--- src/rtl/fd_inst_buffer.sv ---
// fd_inst_buffer
//   Fetch-to-decode instruction buffer. A small circular FIFO that holds
//   {pc, pc+4, instr} triples between the fetch stage and decode. Both sides
//   use a valid/ready handshake. f_stall gates the PC register enable, and
//   flush discards every in-flight entry when the front end is redirected.
//
// Ports
//   clk, rst_n            clock (rising edge) and asynchronous active-low reset
//   f_valid               fetch presents a valid pc/instr this cycle
//   f_pc, f_pc_plus4      pc and pc+4 of the presented instruction
//   f_instr               instruction word from instruction memory
//   f_ready / f_stall     buffer can accept an entry / inverse, gates the PC enable
//   flush                 drop all entries and any push this cycle
//   d_valid               head entry is valid toward decode
//   d_pc, d_pc_plus4      head entry pc / pc+4 (zero when empty)
//   d_instr               head entry instruction (NOP_INSTR when empty)
//   d_ready               decode consumes the head entry this cycle
//   occupancy             current number of stored entries
module fd_inst_buffer #(
  parameter int          NUM_BITS  = 32,
  parameter int          DEPTH     = 2,
  parameter logic [31:0] NOP_INSTR = 32'h00000013
) (
  input  logic                         clk,
  input  logic                         rst_n,
  input  logic                         f_valid,
  input  logic [NUM_BITS-1:0]          f_pc,
  input  logic [NUM_BITS-1:0]          f_pc_plus4,
  input  logic [31:0]                  f_instr,
  output logic                         f_ready,
  output logic                         f_stall,
  input  logic                         flush,
  output logic                         d_valid,
  output logic [NUM_BITS-1:0]          d_pc,
  output logic [NUM_BITS-1:0]          d_pc_plus4,
  output logic [31:0]                  d_instr,
  input  logic                         d_ready,
  output logic [$clog2(DEPTH+1)-1:0]   occupancy
);

  localparam int CW = $clog2(DEPTH + 1);
  localparam int PW = (DEPTH > 1) ? $clog2(DEPTH) : 1;

  localparam logic [CW-1:0] FULL_CNT = CW'(DEPTH);
  localparam logic [PW-1:0] LAST_PTR = PW'(DEPTH - 1);

  logic [NUM_BITS-1:0] mem_pc    [DEPTH];
  logic [NUM_BITS-1:0] mem_pc4   [DEPTH];
  logic [31:0]         mem_instr [DEPTH];

  // Tracks which slots hold an entry that was actually pushed; only the
  // assertions below look at it.
  logic [DEPTH-1:0]    slot_written;

  logic [PW-1:0] wr_ptr;
  logic [PW-1:0] rd_ptr;
  logic [CW-1:0] count;

  logic push;
  logic pop;

  // Wrap by explicit compare so DEPTH need not be a power of two.
  function automatic logic [PW-1:0] next_ptr(input logic [PW-1:0] ptr);
    return (ptr == LAST_PTR) ? '0 : ptr + PW'(1);
  endfunction

  // Handshake status comes only from the registered count, so there is no
  // combinational path from d_ready to f_ready.
  assign f_ready   = (count != FULL_CNT);
  assign f_stall   = ~f_ready;
  assign d_valid   = (count != '0);
  assign occupancy = count;

  // Flush overrides both sides of the handshake.
  assign push = f_valid & f_ready & ~flush;
  assign pop  = d_valid & d_ready & ~flush;

  // Head slot is shown only while valid; otherwise decode sees a NOP at pc 0.
  assign d_pc       = d_valid ? mem_pc[rd_ptr]    : '0;
  assign d_pc_plus4 = d_valid ? mem_pc4[rd_ptr]   : '0;
  assign d_instr    = d_valid ? mem_instr[rd_ptr] : NOP_INSTR;

  // Pointer and count state. A flush returns everything to the empty
  // position; a simultaneous push and pop moves both pointers while the
  // count stays put.
  always_ff @(posedge clk or negedge rst_n) begin
    if (!rst_n) begin
      wr_ptr <= '0;
      rd_ptr <= '0;
      count  <= '0;
    end else if (flush) begin
      wr_ptr <= '0;
      rd_ptr <= '0;
      count  <= '0;
    end else begin
      if (push) wr_ptr <= next_ptr(wr_ptr);
      if (pop)  rd_ptr <= next_ptr(rd_ptr);
      case ({push, pop})
        2'b10:   count <= count + CW'(1);
        2'b01:   count <= count - CW'(1);
        default: count <= count;
      endcase
    end
  end

  // Entry storage has no reset: a slot is only read after it has been written.
  always_ff @(posedge clk) begin
    if (push) begin
      mem_pc[wr_ptr]    <= f_pc;
      mem_pc4[wr_ptr]   <= f_pc_plus4;
      mem_instr[wr_ptr] <= f_instr;
    end
  end

  // Slot bookkeeping for the head-entry assertion. Push and pop never hit the
  // same slot in one cycle because that would need the buffer empty and full
  // at once.
  always_ff @(posedge clk or negedge rst_n) begin
    if (!rst_n) begin
      slot_written <= '0;
    end else if (flush) begin
      slot_written <= '0;
    end else begin
      if (pop)  slot_written[rd_ptr] <= 1'b0;
      if (push) slot_written[wr_ptr] <= 1'b1;
    end
  end

  a_count_bound : assert property (@(posedge clk) disable iff (!rst_n)
    count <= FULL_CNT);

  a_no_push_full : assert property (@(posedge clk) disable iff (!rst_n)
    !(push && (count == FULL_CNT)));

  a_head_written : assert property (@(posedge clk) disable iff (!rst_n)
    d_valid |-> slot_written[rd_ptr]);

endmodule

--- config.mk ---
export PLATFORM = sky130hd
export DESIGN_NAME = fd_inst_buffer
export DESIGN_NICKNAME = d
export VERILOG_FILES = /design/src/rtl/fd_inst_buffer.sv
export SDC_FILE = /design/constraint.sdc
export NUM_CORES = 1
export LEC_CHECK = 0
export CAP_MARGIN = 20
export CORE_AREA = 2 2 161 163
export CTS_BUF_LIST = sky130_fd_sc_hd__clkbuf_8
export DETAILED_ROUTE_END_ITERATION = 6
export DIE_AREA = 0 0 163 165
export PLACE_DENSITY_LB_ADDON = 0.15
export SYNTH_ARGS = -nofsm -noshare
export SYNTH_HDL_FRONTEND = slang
export SYNTH_SLANG_ARGS = --single-unit
--- constraint.sdc ---
create_clock -name clk -period 10.7 [get_ports clk]
set_input_delay 1.605 -clock clk [delete_from_list [all_inputs] [get_ports clk]]
set_output_delay 1.605 -clock clk [all_outputs]
set_load 0.01 [all_outputs]
=== Word level (Yosys, flattened, before mapping) ===
Memories as Yosys holds them, arrays and structs flattened.
Index checks and enable logic that the tools add are counted.

* RAM bits: 192
* Register bits after elaboration: 4
* Memories: 3

* Reductions and logical operators: 4
* Mux-type cells: 13
* Bitwise operators: 6
* $add $sub $neg: 4
* Equal/unequal tests: 3

{| class="wikitable"
|+ Memory list
! memory !! words !! width !! read ports !! clocked after memory_dff !! wr ports !! RTL line !! source
|-
| mem_instr || 2 || 32 || 1 || 0 || 1 || 49 || <nowiki>logic [31:0] mem_instr [DEPTH];</nowiki>
|-
| mem_pc || 2 || 32 || 1 || 0 || 1 || 47 || <nowiki>logic [NUM_BITS-1:0] mem_pc [DEPTH];</nowiki>
|-
| mem_pc4 || 2 || 32 || 1 || 0 || 1 || 48 || <nowiki>logic [NUM_BITS-1:0] mem_pc4 [DEPTH];</nowiki>
|}

{| class="wikitable"
|+ Operators by type and width
! operator !! number
|-
| 32-bit two-way mux || 3
|-
| 1-bit two-way mux || 8
|-
| 2-bit nonzero test || 3
|-
| 1-bit AND || 4
|-
| 2-bit case mux with 2 select lines || 1
|-
| 3-bit nonzero test || 1
|-
| 1-bit adder (second input constant) || 2
|-
| 2-bit by 1-bit adder with 2-bit output (second input constant) || 1
|-
| 2-bit by 1-bit == test with 1-bit output (second input constant) || 1
|-
| 2-bit == test (second input constant) || 1
|-
| 2-bit two-way mux || 1
|-
| 2-bit != test (second input constant) || 1
|-
| 1-bit NOT || 2
|-
| 2-bit by 1-bit subtractor with 2-bit output (second input constant) || 1
|}

=== Depth between registers and ports, before layout ===
* Depth after elaboration: 6
* Depth in mapped cells: 5
* Mapped depth without buffers: 4

=== Least setup slack after synthesis ===
Ideal clock, no wire load.

* Kind: input-to-reg
* Start: input port f_valid
* End: memory mem_instr[1][0] (enable)
* Arrival time: 8615 ps
* Path slack: 1397 ps
* Setup time: 687 ps
* Stages: 2
* Path buffers: 0
* Path through: nand2_1 -> nor3b_1

* Word-level cells in the longest chain between the ends: 4

{| class="wikitable"
|+ Ends and longest elaborated chain
! what !! RTL line !! source
|-
| start: declaration || 26 || <nowiki>input logic f_valid,</nowiki>
|-
| 1-bit AND (2 in a row) || 75 || <nowiki>assign push = f_valid & f_ready & ~flush;</nowiki>
|-
| 1-bit two-way mux || 108 || <nowiki>if (push) begin</nowiki>
|-
| 1-bit two-way mux (not written as such) || 111 || <nowiki>mem_instr[wr_ptr] <= f_instr;</nowiki>
|-
| end: declaration || 49 ||
|}

Every way passes these cells.

=== Worst setup path in the final report ===
* Start: register rd_ptr
* End: output port d_pc[10]

* Word-level cells in the longest chain between the ends: 2

{| class="wikitable"
|+ Ends and longest elaborated chain
! what !! RTL line !! source
|-
| start: declaration || 56 || <nowiki>logic [PW-1:0] rd_ptr;</nowiki>
|-
| start signal: assignment || 97 || <nowiki>if (pop) rd_ptr <= next_ptr(rd_ptr);</nowiki>
|-
| memory 2 x 32 bit || n/a ||
|-
| 32-bit two-way mux || 79 || <nowiki>assign d_pc = d_valid ? mem_pc[rd_ptr] : '0;</nowiki>
|-
| end: declaration || 34 || <nowiki>output logic [NUM_BITS-1:0] d_pc,</nowiki>
|}

Every way passes these cells.

==> run_results.csv <==
group,metric,value,unit
status,outcome,"finished clean",
critical_path,critPathSlowestCell,"dfrtp_4",
min_path,min_to,"wr_ptr",
drt,dr.pass1.iters,4,
critical_path,critPathLaunchType,"flop",
drt,drt_iter0_markers,174,
timing,setup_violations,0,
cts,ctsResizeCount,0,
timing,holdWs,0.6011,ns
logic_synthesis,syn_area,0.007438,sq mm
min_path,hp-class,"flop to flop",
critical_path,slowest_delay,0.98,ns
critical_path,critPathKind,"flop to output port",
logic_synthesis,synth-simple-area-share,0.05719,
floorplan,die_h,165,um
floorplan,die-area,0.02690,sq mm
logic_synthesis,yosys.area.top_type,"edfxtp_1",
finish,area_growth,37.71,%
pwr,leakage,3.308,nW
floorplan,die_width,163,um
critical_path,crit_chain,"buf_4 > mux2i_1 > nor2_1 > clkdlybuf4s50_1",
logic_synthesis,synth_top_cell_area_share,0.7751,
timing,slew_headroom,0.3686,
logic_synthesis,yosysUniqueCellTypes,20,
critical_path,r2r_start,"rd_ptr",
timing,period_share,0.4563,
logic_synthesis,syn-instance-count,432,
finish,layout-drive-gt1-share,0.06759,
placed_design,hpwl,10560,um
finish,n_antenna_cell,0,
drt,route.detailed.drc,0,
logic_synthesis,synthXorXnorAreaFrac,0.001177,
timing,hold_violations,0,
critical_path,path_delay_family,"buffers and inverters",
drt,via_count,4241,
floorplan,initial_core_util,0.2971,
drt,via_per_inst,4.323,
cts,cts_setup_buffers,0,
global_route,grt-ovfl-total,0,
critical_path,reg2reg_slack,8.47,ns
logic_synthesis,synth.area.mux_share,0.1305,
logic_synthesis,synth.avg_cell_area,17.22,sq um
placed_design,placed_cells,949,
cts,cts_root_buffer,"clkbuf_8",
floorplan,coreArea,0.02504,sq mm
global_route,grt_pass1_wl,24920,um
finish,fin_cells,981,
pwr,p_per_area,154.3,mW/mm^2
cts,cts_tree,"done",
min_path,min_from,"wr_ptr",
timing,fmax,204.8,MHz
critical_path,cp_max_fo,51,
run,max_cap_violations,0,
pwr,ir_drop,0.06694,mV
floorplan,fp-row-count,58,
critical_path,cp_num_buf_inv,2,
finish,fin_nets,739,
critical_path,reg2reg_to,"rd_ptr",
global_route,track_usage,0.1245,
cts,ctsHoldBuffers,0,
min_path,hold_depth,2,
global_route,antenna_found_initial,0,
logic_synthesis,yosys-top-cells-area,"edfxtp_1 78%, mux2i_1 13%, nor2_1 4.8%",
timing,worst_pin_slew,0.9470,ns
cts,clkTransAtPathRegs,0.10,ns
logic_synthesis,ys_seq_elements,196,
critical_path,reg2reg_depth,3,
timing,rsz0062_at_grt,"false",
critical_path,arrival,3.28,ns
floorplan,ioPinCount,202,
finish,final_util,0.4091,
logic_synthesis,syn-num-nets,533,
logic_synthesis,yosysWarnings,0,
cts,htreeDepth,4,
timing,fin_crit,4.882,ns
drt,wl,16430,um
cts,cts.sinks,196,
drt,ant_nets,0,
global_route,grt_pass1_vias,4606,
cts,clk_latency,0.46,ns
timing,fin_tns_setup,0,ns
logic_synthesis,synth_top_family_by_area,"multiplexers",
logic_synthesis,synth_compound_area_frac,0.006056,
global_route,grt_max_degree,59,
critical_path,critical_path_required,9.10,ns
logic_synthesis,synthAdderAreaFrac,0,
timing,final-max-slew-violation-count,0,
critical_path,cp-end-kind,"output port",
placed_design,portBuffers,201,
timing,fin_skew,0.01340,ns
logic_synthesis,yosysSeqAreaShare,0.7886,
cts,numCtsBuffers,17,
cts,clk_path_buf_depth,2,
placed_design,gp_congestion,0.6957,
drt,wl_per_cell,16.74,um
-- where the power goes --
part	switching, mW	internal, mW
Combinational	0.0960	0.117
Sequential	0.0152	0.873
Clock	0.283	0.197
Total	0.394	1.19
-- cells in the final DEF (no fill, tap or decap) --
cell type        count
inv_8                2
nand2_1              4
buf_4                6
buf_12               1
clkdlybuf4s50_1    201
nor3b_2              1
nor2_4               1
nand2b_4             1
dfrtp_1              3
inv_1                4
o211ai_1             1
mux2i_1             97
a21oi_1              4
inv_6                5
nor2_1              94
clkinv_2             1
a21o_1               1
clkinv_8             3
or2_2                1
clkinv_4             2
o21ai_0              2
nor3_2               1
dfrtp_4              1
nand3b_1             1
or3_1                1
bufinv_16            1
clkbuf_8            17
nor3b_1              1
edfxtp_1           192
xor2_1               1
-- cell families after synthesis --
family          count (synthesis)
buf+inv                        24
simple gates                  106
flops                         196
mux                            97
xor+xnor                        1
compound gates                  8
-- through the flow --
step / setup slack [ns] / instance area, sq um / total power [mW]
after CTS: 5.672 / 10240 / 1.611
after floorplan: 1.397 / 7438 / 1.001
final: 5.818 / 10240 / 1.581
after global routing: 5.516 / 10240 / 1.656
after global placement: 6.196 / 9818 / 1.121
after detailed placement: 6.217 / 9838 / 1.125
-- final cells by class --
class	count	area, sq um
timing repair buffer	208	2077
inverter	3	11.26
sequential	196	5869
clock inverter	15	171.4
fill	2358	14790
tap	330	412.9
multi-input combinational	212	1468
clock buffer	17	234.0
-- worst min-delay path, stage by stage (launching register included) --
cell and delay [ns]:
dfrtp_1 0.42, o21ai_0 0.09, a21oi_1 0.06
-- worst max path at each step --
stage / start / to / slack, ns / cells past startpoint
after floorplan: f_valid / mem_instr[1][0] / 1.40 / 2
after global placement: occupancy[1] / d_pc_plus4[31] / 6.20 / 4
after detailed placement: rd_ptr / d_pc[10] / 6.22 / 4
after CTS: rd_ptr / d_pc[10] / 5.67 / 4
after global routing: rd_ptr / d_pc[10] / 5.52 / 4
final: rd_ptr / d_pc[10] / 5.82 / 4
-- synthesized netlist by cell type --
cell and number:
nor3_1 1, dfrtp_1 4, nor2_1 95, buf_4 4, clkbuf_1 3, or3_1 1
mux2i_1 97, o21ai_0 2, nor3b_1 2, buf_2 14, nand3b_1 1, o211ai_1 1
a21o_1 1, a21oi_1 4, nand2b_4 1, edfxtp_1 192, or2_2 1, xor2_1 1
inv_1 3, nand2_1 4
-- registers in the layout, summed over array words and instances, names as in the netlist --
name and flops:
mem_instr 64, mem_pc4 64, mem_pc 64, occupancy 2
rd_ptr 1, wr_ptr 1
-- metal layers --
layer | vias up | global-route usage | routed length (um)
li1 | 2014 | - | -
met3 | 10 | 0.04621 | 1163
met4 | 0 | 0.03862 | 157
met5 | - | 0 | 0
met2 | 126 | 0.2067 | 8121
met1 | 2091 | 0.1512 | 6984
No activity file was read; power rests on OpenSTA's default activity.
